### src/rtl/lsu_ctrl_pipe_pkg.sv
// Shared control-bundle types for the LSU EX->WB control pipeline.
// Latency: n/a. Backpressure: n/a.
package lsu_pkg;

    localparam int LSU_RD_W   = 5;
    localparam int LSU_SIZE_W = 2;

    typedef enum logic [LSU_SIZE_W-1:0] {
        LSU_SZ_B = 2'b00,
        LSU_SZ_H = 2'b01,
        LSU_SZ_W = 2'b10
    } lsu_size_e;

    typedef struct packed {
        logic                  is_load;
        logic                  zero_ext;
        logic                  is_nop;
        logic [LSU_SIZE_W-1:0] size;
        logic [LSU_RD_W-1:0]   rd;
    } lsu_ctrl_t;

    localparam lsu_ctrl_t LSU_CTRL_NOP = '{is_load: 1'b0, zero_ext: 1'b0, is_nop: 1'b1,
                                           size: '0, rd: '0};

    // A bubble carries no side information, so downstream never sees stale rd/size.
    function automatic lsu_ctrl_t lsu_canon(input logic is_load, input logic zero_ext,
                                            input logic is_nop, input logic [LSU_SIZE_W-1:0] size,
                                            input logic [LSU_RD_W-1:0] rd);
        lsu_ctrl_t r;
        r = LSU_CTRL_NOP;
        if (!is_nop) begin
            r.is_load  = is_load;
            r.zero_ext = zero_ext;
            r.is_nop   = 1'b0;
            r.size     = size;
            r.rd       = rd;
        end
        return r;
    endfunction

endpackage

### src/rtl/lsu_ctrl_pipe_if.sv
// Bundle of stall/flush, per-lane control inputs/outputs and the pend mask.
// Latency: n/a. Backpressure: stall from master holds the slave pipeline.
interface lsu_ctrl_pipe_if #(
    parameter int LANES  = 2,
    parameter int RD_W   = 5,
    parameter int SIZE_W = 2
`ifdef LSU_PIPE_PERF_EN
    , parameter int CNT_W = 32
`endif
);
    logic                     stall;
    logic                     flush;
    logic [LANES-1:0]         is_load_in;
    logic [LANES-1:0]         zero_ext_in;
    logic [LANES-1:0]         is_nop_in;
    logic [LANES*SIZE_W-1:0]  size_in;
    logic [LANES*RD_W-1:0]    rd_in;
    logic [LANES-1:0]         is_load_out;
    logic [LANES-1:0]         zero_ext_out;
    logic [LANES-1:0]         is_nop_out;
    logic [LANES*SIZE_W-1:0]  size_out;
    logic [LANES*RD_W-1:0]    rd_out;
    logic [2**RD_W-1:0]       load_pend_mask;
`ifdef LSU_PIPE_PERF_EN
    logic [CNT_W-1:0]         stall_cycles;
    logic [CNT_W-1:0]         loads_retired;

    modport master (output stall, flush, is_load_in, zero_ext_in, is_nop_in, size_in, rd_in,
                    input  is_load_out, zero_ext_out, is_nop_out, size_out, rd_out,
                           load_pend_mask, stall_cycles, loads_retired);
    modport slave  (input  stall, flush, is_load_in, zero_ext_in, is_nop_in, size_in, rd_in,
                    output is_load_out, zero_ext_out, is_nop_out, size_out, rd_out,
                           load_pend_mask, stall_cycles, loads_retired);
`else
    modport master (output stall, flush, is_load_in, zero_ext_in, is_nop_in, size_in, rd_in,
                    input  is_load_out, zero_ext_out, is_nop_out, size_out, rd_out,
                           load_pend_mask);
    modport slave  (input  stall, flush, is_load_in, zero_ext_in, is_nop_in, size_in, rd_in,
                    output is_load_out, zero_ext_out, is_nop_out, size_out, rd_out,
                           load_pend_mask);
`endif
endinterface

### src/rtl/lsu_ctrl_pipe_stage.sv
// One register stage of LANES control bundles; rst/flush load bubbles.
// Latency: 1 cycle. Backpressure: i_hold freezes contents (flush overrides).
module lsu_ctrl_stage
    import lsu_pkg::*;
#(
    parameter int LANES = 2
) (
    input  logic                   clk,
    input  logic                   rst,
    input  logic                   i_hold,
    input  logic                   i_flush,
    input  lsu_ctrl_t [LANES-1:0]  i_d,
    output lsu_ctrl_t [LANES-1:0]  o_q
);
    lsu_ctrl_t [LANES-1:0] r_q;

    always_ff @(posedge clk) begin
        if (rst || i_flush) begin
            r_q <= {LANES{LSU_CTRL_NOP}};
        end else if (!i_hold) begin
            r_q <= i_d;
        end
    end

    assign o_q = r_q;
endmodule

### src/rtl/lsu_ctrl_pipe.sv
// Multi-lane LSU EX->WB control pipeline with in-flight load rd mask; LSU_PIPE_PERF_EN adds counters.
// Latency: STAGES cycles. Backpressure: stall holds every stage, flush turns all stages into bubbles.
module lsu_ctrl_pipe
    import lsu_pkg::*;
#(
    parameter int LANES  = 2,
    parameter int STAGES = 1,
    parameter int RD_W   = 5,
    parameter int SIZE_W = 2
`ifdef LSU_PIPE_PERF_EN
    , parameter int CNT_W = 32
`endif
) (
    input  logic            clk,
    input  logic            rst,
    lsu_ctrl_pipe_if.slave  bus
);
    if (STAGES < 1) begin : g_bad_stages
        $error("lsu_ctrl_pipe: STAGES must be >= 1");
    end
    if (RD_W != LSU_RD_W || SIZE_W != LSU_SIZE_W) begin : g_bad_widths
        $error("lsu_ctrl_pipe: RD_W/SIZE_W must match lsu_pkg widths");
    end

    // w_pipe[0] is the canonicalised input, w_pipe[s+1] the output of stage s.
    lsu_ctrl_t [LANES-1:0] w_pipe [STAGES+1];
    lsu_ctrl_t [LANES-1:0] w_final;
    logic [2**RD_W-1:0]    w_mask;

    always_comb begin
        w_pipe[0] = '0;
        for (int l = 0; l < LANES; l++) begin
            w_pipe[0][l] = lsu_canon(bus.is_load_in[l], bus.zero_ext_in[l], bus.is_nop_in[l],
                                     bus.size_in[l*SIZE_W +: SIZE_W], bus.rd_in[l*RD_W +: RD_W]);
        end
    end

    for (genvar s = 0; s < STAGES; s++) begin : g_stage
        lsu_ctrl_stage #(.LANES(LANES)) u_stage (
            .clk     (clk),
            .rst     (rst),
            .i_hold  (bus.stall),
            .i_flush (bus.flush),
            .i_d     (w_pipe[s]),
            .o_q     (w_pipe[s+1])
        );
    end

    assign w_final = w_pipe[STAGES];

    always_comb begin
        bus.is_load_out  = '0;
        bus.zero_ext_out = '0;
        bus.is_nop_out   = '0;
        bus.size_out     = '0;
        bus.rd_out       = '0;
        for (int l = 0; l < LANES; l++) begin
            bus.is_load_out[l]                  = w_final[l].is_load;
            bus.zero_ext_out[l]                 = w_final[l].zero_ext;
            bus.is_nop_out[l]                   = w_final[l].is_nop;
            bus.size_out[l*SIZE_W +: SIZE_W]    = w_final[l].size;
            bus.rd_out[l*RD_W +: RD_W]          = w_final[l].rd;
        end
    end

    // Registered state only: x0 is never a hazard, duplicate rds simply merge.
    always_comb begin
        w_mask = '0;
        for (int s = 1; s <= STAGES; s++) begin
            for (int l = 0; l < LANES; l++) begin
                if (w_pipe[s][l].is_load && !w_pipe[s][l].is_nop && (w_pipe[s][l].rd != '0)) begin
                    w_mask[w_pipe[s][l].rd] = 1'b1;
                end
            end
        end
    end

    assign bus.load_pend_mask = w_mask;

`ifdef LSU_PIPE_PERF_EN
    localparam int NW = $clog2(LANES + 1);

    logic [CNT_W-1:0] r_stall_cycles;
    logic [CNT_W-1:0] r_loads_retired;
    logic [NW-1:0]    w_ret_n;
    logic [CNT_W:0]   w_ret_sum;
    logic             w_advance;

    assign w_advance = !bus.flush && !bus.stall;

    always_comb begin
        w_ret_n = '0;
        for (int l = 0; l < LANES; l++) begin
            if (w_final[l].is_load) begin
                w_ret_n = w_ret_n + 1'b1;
            end
        end
        w_ret_sum = {1'b0, r_loads_retired} + (CNT_W+1)'(w_ret_n);
    end

    always_ff @(posedge clk) begin
        if (rst) begin
            r_stall_cycles  <= '0;
            r_loads_retired <= '0;
        end else begin
            if (bus.stall && !bus.flush && (r_stall_cycles != '1)) begin
                r_stall_cycles <= r_stall_cycles + 1'b1;
            end
            if (w_advance) begin
                r_loads_retired <= w_ret_sum[CNT_W] ? '1 : w_ret_sum[CNT_W-1:0];
            end
        end
    end

    assign bus.stall_cycles  = r_stall_cycles;
    assign bus.loads_retired = r_loads_retired;
`endif
endmodule
### src/flat_wrapper.sv
// flat-port wrapper written by rule: the top's interface ports become plain ports
module lsu_ctrl_pipe_flat import lsu_pkg::*;
#(
    parameter int LANES  = 2,
    parameter int STAGES = 1,
    parameter int RD_W   = 5,
    parameter int SIZE_W = 2

)
  (clk, rst, bus_stall, bus_flush, bus_is_load_in, bus_zero_ext_in, bus_is_nop_in, bus_size_in, bus_rd_in, bus_is_load_out, bus_zero_ext_out, bus_is_nop_out, bus_size_out, bus_rd_out, bus_load_pend_mask);
  lsu_ctrl_pipe_if #(.LANES(LANES), .RD_W(RD_W), .SIZE_W(SIZE_W)) bus_i ();
  input  logic clk;
  input  logic rst;
  input wire logic [$bits(bus_i.stall)-1:0] bus_stall;
  input wire logic [$bits(bus_i.flush)-1:0] bus_flush;
  input wire logic [$bits(bus_i.is_load_in)-1:0] bus_is_load_in;
  input wire logic [$bits(bus_i.zero_ext_in)-1:0] bus_zero_ext_in;
  input wire logic [$bits(bus_i.is_nop_in)-1:0] bus_is_nop_in;
  input wire logic [$bits(bus_i.size_in)-1:0] bus_size_in;
  input wire logic [$bits(bus_i.rd_in)-1:0] bus_rd_in;
  output wire logic [$bits(bus_i.is_load_out)-1:0] bus_is_load_out;
  output wire logic [$bits(bus_i.zero_ext_out)-1:0] bus_zero_ext_out;
  output wire logic [$bits(bus_i.is_nop_out)-1:0] bus_is_nop_out;
  output wire logic [$bits(bus_i.size_out)-1:0] bus_size_out;
  output wire logic [$bits(bus_i.rd_out)-1:0] bus_rd_out;
  output wire logic [$bits(bus_i.load_pend_mask)-1:0] bus_load_pend_mask;
  assign bus_i.stall = bus_stall;
  assign bus_i.flush = bus_flush;
  assign bus_i.is_load_in = bus_is_load_in;
  assign bus_i.zero_ext_in = bus_zero_ext_in;
  assign bus_i.is_nop_in = bus_is_nop_in;
  assign bus_i.size_in = bus_size_in;
  assign bus_i.rd_in = bus_rd_in;
  assign bus_is_load_out = bus_i.is_load_out;
  assign bus_zero_ext_out = bus_i.zero_ext_out;
  assign bus_is_nop_out = bus_i.is_nop_out;
  assign bus_size_out = bus_i.size_out;
  assign bus_rd_out = bus_i.rd_out;
  assign bus_load_pend_mask = bus_i.load_pend_mask;
  lsu_ctrl_pipe #(.LANES(LANES), .STAGES(STAGES), .RD_W(RD_W), .SIZE_W(SIZE_W)) u_core (.clk(clk), .rst(rst), .bus(bus_i));
endmodule
### config.mk
export PLATFORM = sky130hd
export DESIGN_NAME = lsu_ctrl_pipe_flat
export DESIGN_NICKNAME = d
export VERILOG_FILES = /design/src/rtl/lsu_ctrl_pipe_pkg.sv /design/src/rtl/lsu_ctrl_pipe_if.sv /design/src/rtl/lsu_ctrl_pipe_stage.sv /design/src/rtl/lsu_ctrl_pipe.sv /design/src/flat_wrapper.sv
export SDC_FILE = /design/constraint.sdc
export NUM_CORES = 1
export LEC_CHECK = 0
export CORE_AREA = 2 2 82 53
export DETAILED_ROUTE_END_ITERATION = 6
export DIE_AREA = 0 0 84 55
export MAX_ROUTING_LAYER = met4
export PLACE_DENSITY = 0.83
export SYNTH_ARGS = -nofsm -noshare
export SYNTH_HDL_FRONTEND = slang
export SYNTH_SLANG_ARGS = --single-unit
### constraint.sdc
create_clock -name clk -period 1.3 [get_ports clk]
set_input_delay 0.13 -clock clk [delete_from_list [all_inputs] [get_ports clk]]
set_output_delay 0.13 -clock clk [all_outputs]
set_load 0.05 [all_outputs]
### Word level (Yosys, flattened, before mapping)

Index checks and enable logic that the tools add are counted.

| operators by class | value |
|---|---|
| order comparisons | 4 |
| muxes and demuxes | 8 |
| bitwise logic cells | 1 |
| reductions and logical operators | 11 |

Operators by type and width:

| kind | number |
|---|---|
| $mux 32 | 2 |
| $or 32x32->32 | 1 |
| $mux 10 | 2 |
| $lt 5x6->1 const B | 2 |
| $demux 1 s5 | 2 |
| $ge 5x1->1 const B | 2 |
| $reduce_bool 5->1 | 2 |
| $logic_and 1x1->1 | 6 |
| $logic_not 1->1 | 2 |
| $mux 1 | 2 |
| $logic_or 1x1->1 | 1 |

| storage, ports and cells | value |
|---|---|
| register bits after elaboration | 20 |
| output and inout bits | 52 |
| logic and storage cells | 34 |

### Longest topological paths before layout

| depth | value |
|---|---|
| depth after elaboration | 7 |
| depth in mapped cells | 4 |
| depth with buffers taken out | 2 |

### Cells and area by module

Synthesis repeated with hierarchy kept, for this count alone.

| second synthesis, totals | value |
|---|---|
| cell total of the unflattened synthesis | 146 |
| area total of the unflattened synthesis | 1310.0 sq um |

By module, submodules not included:

| module | times used | cells an instance | area an instance (sq um) | seq. area each (sq um) |
|---|---|---|---|---|
| lsu_ctrl_stage | 1 | 65 | 714.4 | 400.4 |
| lsu_ctrl_pipe | 1 | 81 | 595.6 | 0.0 |

### Least setup slack after synthesis

OpenSTA, ideal clock, no wires.

| timing path | value |
|---|---|
| kind | register to output |
| start | reg u_core.g_stage[0].u_stage.r_q (netlist bit u_core.g_stage[0].u_stage.o_q[2]) |
| end | out bus_load_pend_mask[5] |
| arrival | 2.064 ns |
| required time | 1.170 ns |
| slack | -0.894 ns |
| cell stages (with the launch flop) | 3 |
| path through | dfxtp_1 -> or3b_2 -> o22ai_1 |

| on the way | value |
|---|---|
| word-level cells in the longest chain between the ends | 7 |
| elaborated cells on any way between the ends | 10 |
| classes of those cells | order compare (2); mux (4); bitwise (1); reduce/logical (3) |

Ends and longest elaborated chain:

| what | RTL line | RTL |
|---|---|---|
| start, declared | lsu_ctrl_pipe_stage.sv:15 | `lsu_ctrl_t [LANES-1:0] r_q;` |
| start signal, assigned | lsu_ctrl_pipe_stage.sv:19 | `r_q <= {LANES{LSU_CTRL_NOP}};` |
| start signal, assigned | lsu_ctrl_pipe_stage.sv:21 | `r_q <= i_d;` |
| $lt 5x6->1 (implied by the code) or $ge 5x1->1 (tied branches) | lsu_ctrl_pipe.sv:72 | `w_mask[w_pipe[s][l].rd] = 1'b1;` |
| $logic_and 1x1->1 (implied by the code) | lsu_ctrl_pipe.sv:72 |  |
| $mux 1 (implied by the code) | lsu_ctrl_pipe.sv:72 |  |
| $demux 1 s5 | n/a |  |
| $mux 32 (*) | lsu_ctrl_pipe.sv:71 | `if (w_pipe[s][l].is_load && !w_pipe[s][l].is_nop && (w_pipe[s][l].rd != '0)) begin` |
| $or 32x32->32 (no source line) | n/a |  |
| $mux 32 (*) | lsu_ctrl_pipe.sv:71 |  |
| end, declared | flat_wrapper.sv:26 | `output wire logic [$bits(bus_i.load_pend_mask)-1:0] bus_load_pend_mask;` |

Every way passes the cells marked *; elsewhere a longest branch is shown, timed or not.

### Worst setup path in the final report

| timing path | value |
|---|---|
| start | reg u_core.g_stage[0].u_stage.r_q (netlist bit u_core.g_stage[0].u_stage.o_q[7]) |
| end | out bus_load_pend_mask[24] |

| on the way | value |
|---|---|
| word-level cells in the longest chain between the ends | 6 |

Ends and longest elaborated chain:

| what | RTL line |
|---|---|
| $logic_not 1->1 (*) | lsu_ctrl_pipe.sv:71 |
| $logic_and 1x1->1 (*) (2 in a row) | lsu_ctrl_pipe.sv:71 |
| $mux 32 (*) | lsu_ctrl_pipe.sv:71 |
| $or 32x32->32 (no source line) | n/a |
| $mux 32 (*) | lsu_ctrl_pipe.sv:71 |

Marks and branches as above.

==> reports/qor.txt <==
Yosys warning total = 0
drt total wl = 7110 µm
Max Freq = 550 MHz
crit path kind = reg2out
clock root buffer = clkbuf_8
Post-synth EDFFs = 0
WL/cell = 23.3 µm
syn_nets = 172
Async SR Flop Fraction = 0%
Initial DRT Pass Iterations = 4
Finished Cell Area = 3560 µm²
Synth top cells by count = o22ai_1, dfxtp_1, or3b_2, a21oi_1, nand2_1
hold endpoint = u_core.g_stage[0].u_stage.o_q[8]$_SDFFE_PP0N_
share of the synthesized area in the top cell type = 31.7%
io pins = 76
DRC = 0
grt total ovfl = 0
Post-CTS Hold Buffers = 0
worst flop-to-flop path startpoint = u_core.g_stage[0].u_stage.o_q[7]$_SDFFE_PP1N_
failing checks = setup timing
top cells by area, synth = dfxtp_1, or3b_2, o22ai_1
Starting Density = 32.5%
unrepaired setup endpoints after global routing = true
placed inst area = 3300 µm²
die area = 4620 µm²
Max Buffers Root-to-Sink = 2
ANT nets after route = 0
final setup margin = -0.519 ns
Setup WS pre-CTS = -0.264 ns
Seq/Total Area, Yosys = 31.7%
critical path arrival = 1.69 ns
initial DRC count = 88
hold path startpoint = u_core.g_stage[0].u_stage.o_q[8]$_SDFFE_PP0N_
CTS Buf Count = 3
Reg clk slew, reported paths = 0.07 ns
htree depth = 1
Buffers on Ports = 74
Lkg Pwr = 1.13 nW
Worst IR Drop VDD = 0.555 mV
predominant post-synthesis flop cell = dfxtp_1
DPL Wire Length = 4810 µm
Setup crit end kind = output port
Reg2Reg Depth = 3
worst hold slack = 0.512 ns
flip-flop count of the largest register after layout = 20
Global Route Usage Sum = 31.3%
total clock sinks = 20
reg2reg setup slack = 0.23 ns
crit share post-route = 140%
Gate Count Post-Synth = 148
WHS Path Cells = 2
Pwr per Cell Area = 414 nW/µm²
Hold Path Class = reg2reg
max-cap violation count = 0
core area = 3900 µm²
ANT cells = 0
initial antenna violation count = 0
Die Span Y = 55 µm
CTS tree = built
average via count per standard cell = 5.74
Setup-failing EPs final = 31
status = finished with violations
share of cells above drive strength 1 = 69.4%
Worst R2R End = u_core.g_stage[0].u_stage.o_q[7]$_SDFFE_PP1N_
largest net degree at the start of global routing = 34
Final Skew = 0 ns
synthesis-to-finish area growth = 182%
GP Congestion = 0.791
dominant cell type by area after synthesis = dfxtp_1
FP Rows = 18
vias in the first global route = 1837
first-pass GRT wire length = 10500 µm
minimum clock period = 1.82 ns
Worst Path Max Fanout = 7
Final Max Tran Viols = 0
Core Util, Final = 91.4%
synthesized flop and latch total = 20
critical path required time = 1.17 ns
# nets final = 280
top-count cell post-synth = o22ai_1
startpoint types = flip-flop
Yosys cell types = 21
Fin. Hold Viols = 0
syn avg cell area = 8.55 µm²
Vias = 1751
Syn Std Cell Area = 1260 µm²
Skew-Pair Late Insertion Delay = 0.25 ns
die extent in x = 84 µm
through the flow:
step,setup TNS [ns],total power [W],cells
finish,-11.74,0.00147,305
global route,-12.93,0.00153,305
CTS,-13.11,0.00147,304
detailed placement,-7.22,0.000983,296
global placement,-5.23,0.000967,296
floorplan,-7.90,0.000789,148
placed cells by master (no fill, tap or decap):
| cell type | count |
|---|---|
| or3b_2 | 18 |
| clkbuf_8 | 4 |
| or2_2 | 1 |
| nand4b_1 | 2 |
| nand2_1 | 18 |
| a211o_1 | 2 |
| dfxtp_4 | 14 |
| a21oi_1 | 18 |
| buf_6 | 10 |
| nand4bb_4 | 4 |
| dfxtp_1 | 6 |
| clkdlybuf4s50_1 | 23 |
| nor2b_1 | 2 |
| or4b_4 | 2 |
| buf_4 | 24 |
| o22ai_4 | 31 |
| or3b_4 | 6 |
| or3_4 | 2 |
| conb_1 | 1 |
| nand3_2 | 2 |
| nand3b_1 | 6 |
| buf_12 | 59 |
final cells by class:
type / instances / area (µm²)
timing repair buffer: 116 / 1700
multi-input combinational: 115 / 1290
sequential: 20 / 453
fill: 134 / 335
tap: 50 / 62.6
clock buffer: 4 / 55.1
kinds of logic after synthesis:
group	Yosys count	share of synthesized area (%)
flops	20	31.7
simple gates	63	35.3
buf+inv	13	5.44
compound gates	51	27.3
other cells	1	0.296
where the power goes:
part           leakage [nW]  internal, W  switching (W)
Sequential            0.172     0.000605      0.0000196
Clock                0.0288     0.000269       0.000198
Combinational         0.933     0.000204       0.000179
Total                  1.13      0.00108       0.000396
worst max-delay path: stages (launching register included):
cell	delay, ns
dfxtp_4	0.36
or4b_4	0.57
buf_12	0.18
o22ai_4	0.17
buf_12	0.16
repair_timing:
action                     CTS  global route
setup endpoints to repair   31            31
gates resized for setup     21             9
cloned                       0             0
buffers inserted             4             2
pin swaps                   21             6
worst max-delay path by stage:
| stage | start | to | slack (ns) | depth (start not counted) |
|---|---|---|---|---|
| global route | u_core.g_stage[0].u_stage.o_q[7]$_SDFFE_PP1N_ | bus_load_pend_mask[20] | -0.55 | 4 |
| finish | u_core.g_stage[0].u_stage.o_q[7]$_SDFFE_PP1N_ | bus_load_pend_mask[24] | -0.52 | 4 |
| floorplan | u_core.g_stage[0].u_stage.o_q[17]$_SDFFE_PP1N_ | bus_load_pend_mask[19] | -0.58 | 2 |
| CTS | u_core.g_stage[0].u_stage.o_q[7]$_SDFFE_PP1N_ | bus_load_pend_mask[24] | -0.50 | 4 |
| detailed placement | u_core.g_stage[0].u_stage.o_q[7]$_SDFFE_PP1N_ | bus_load_pend_mask[24] | -0.26 | 4 |
| global placement | u_core.g_stage[0].u_stage.o_q[17]$_SDFFE_PP1N_ | bus_load_pend_mask[4] | -0.23 | 4 |
per-layer routing:
layer	vias up	global-route usage, %	wire length, µm
li1	788	-	-
met1	868	37.1	3050
met2	85	55.1	3560
met3	10	7.57	364
met4	0	9.14	129
met5	-	-	0
Power figures use the tool's default switching activity.
==> RTL edit: new RTL, same settings <==
`STAGES` is set to 1 in 2 places; all go to 2.
--- a/src/rtl/lsu_ctrl_pipe.sv
+++ b/src/rtl/lsu_ctrl_pipe.sv
@@ -5,5 +5,5 @@
 #(
     parameter int LANES  = 2,
-    parameter int STAGES = 1,
+    parameter int STAGES = 2,
     parameter int RD_W   = 5,
     parameter int SIZE_W = 2
--- a/src/flat_wrapper.sv
+++ b/src/flat_wrapper.sv
@@ -3,5 +3,5 @@
 #(
     parameter int LANES  = 2,
-    parameter int STAGES = 1,
+    parameter int STAGES = 2,
     parameter int RD_W   = 5,
     parameter int SIZE_W = 2
Check against the original RTL: not equivalent (a bounded check fails within 4 cycles, from zero or initial values).
==> RTL edit against the unedited design <==
The flow now stops in global placement (3_3_place_gp). Area after synthesis up 100%.
==> RTL edit: results (changes against the unedited design) <==
- Xor/xnor share of the synthesized area: 0% (unchanged)
- Outcome: did not finish
- Synth area leaders: dfxtp_1 31%, a22oi_1 14%, o221ai_1 11%
- Post-synth top cells: 49 x a22oi_1, 45 x nor2_1, 40 x dfxtp_1
- Mux contribution to synthesized area: 7.80% (+7.8 points)
- Port Buffer Count: 74 (unchanged)
- Seq/Total Area, Yosys: 31.2% (-0.45 points)
- First Err: [ERROR GPL-0301] Utilization 107.803 % exceeds 100%.
- Yosys reg bits: 40 (+100%)
- Post-synthesis async set-or-reset flop share: 0% (unchanged)
- Stop stage: global placement (3_3_place_gp)
- Library cells used by synthesis: 32 (+52%)
- Synth Area in Compound Gates: 25.3% (-2.0 points)
- Syn_area_per_cell: 8.85 sq um (+3.5%)
- Post-Syn Nets: 314 (+83%)
- Adder-cell share of the synthesized area: 0% (unchanged)
- Post-Syn Instances: 290 (+96%)
- Ys Warns: 0 (unchanged)
[RTL edit: changes by cell type after synthesis, moves of 7 or more]
cell / before / now
buf_2: 1 / 20
clkbuf_1: 9 / 2
a22oi_1: 0 / 49
nor2_1: 0 / 45
nand2_1: 18 / 9
mux2i_1: 0 / 20
a21oi_1: 18 / 0
o22ai_1: 24 / 0
o221ai_1: 0 / 31
nand3b_1: 6 / 14
o22ai_2: 7 / 0
or3b_2: 20 / 0
dfxtp_1: 20 / 40
[RTL edit: logic make-up after synthesis]
kind of cell,Yosys count
simple gates,119
compound gates,82
flops,40
buf+inv,28
mux,20
other cells,1
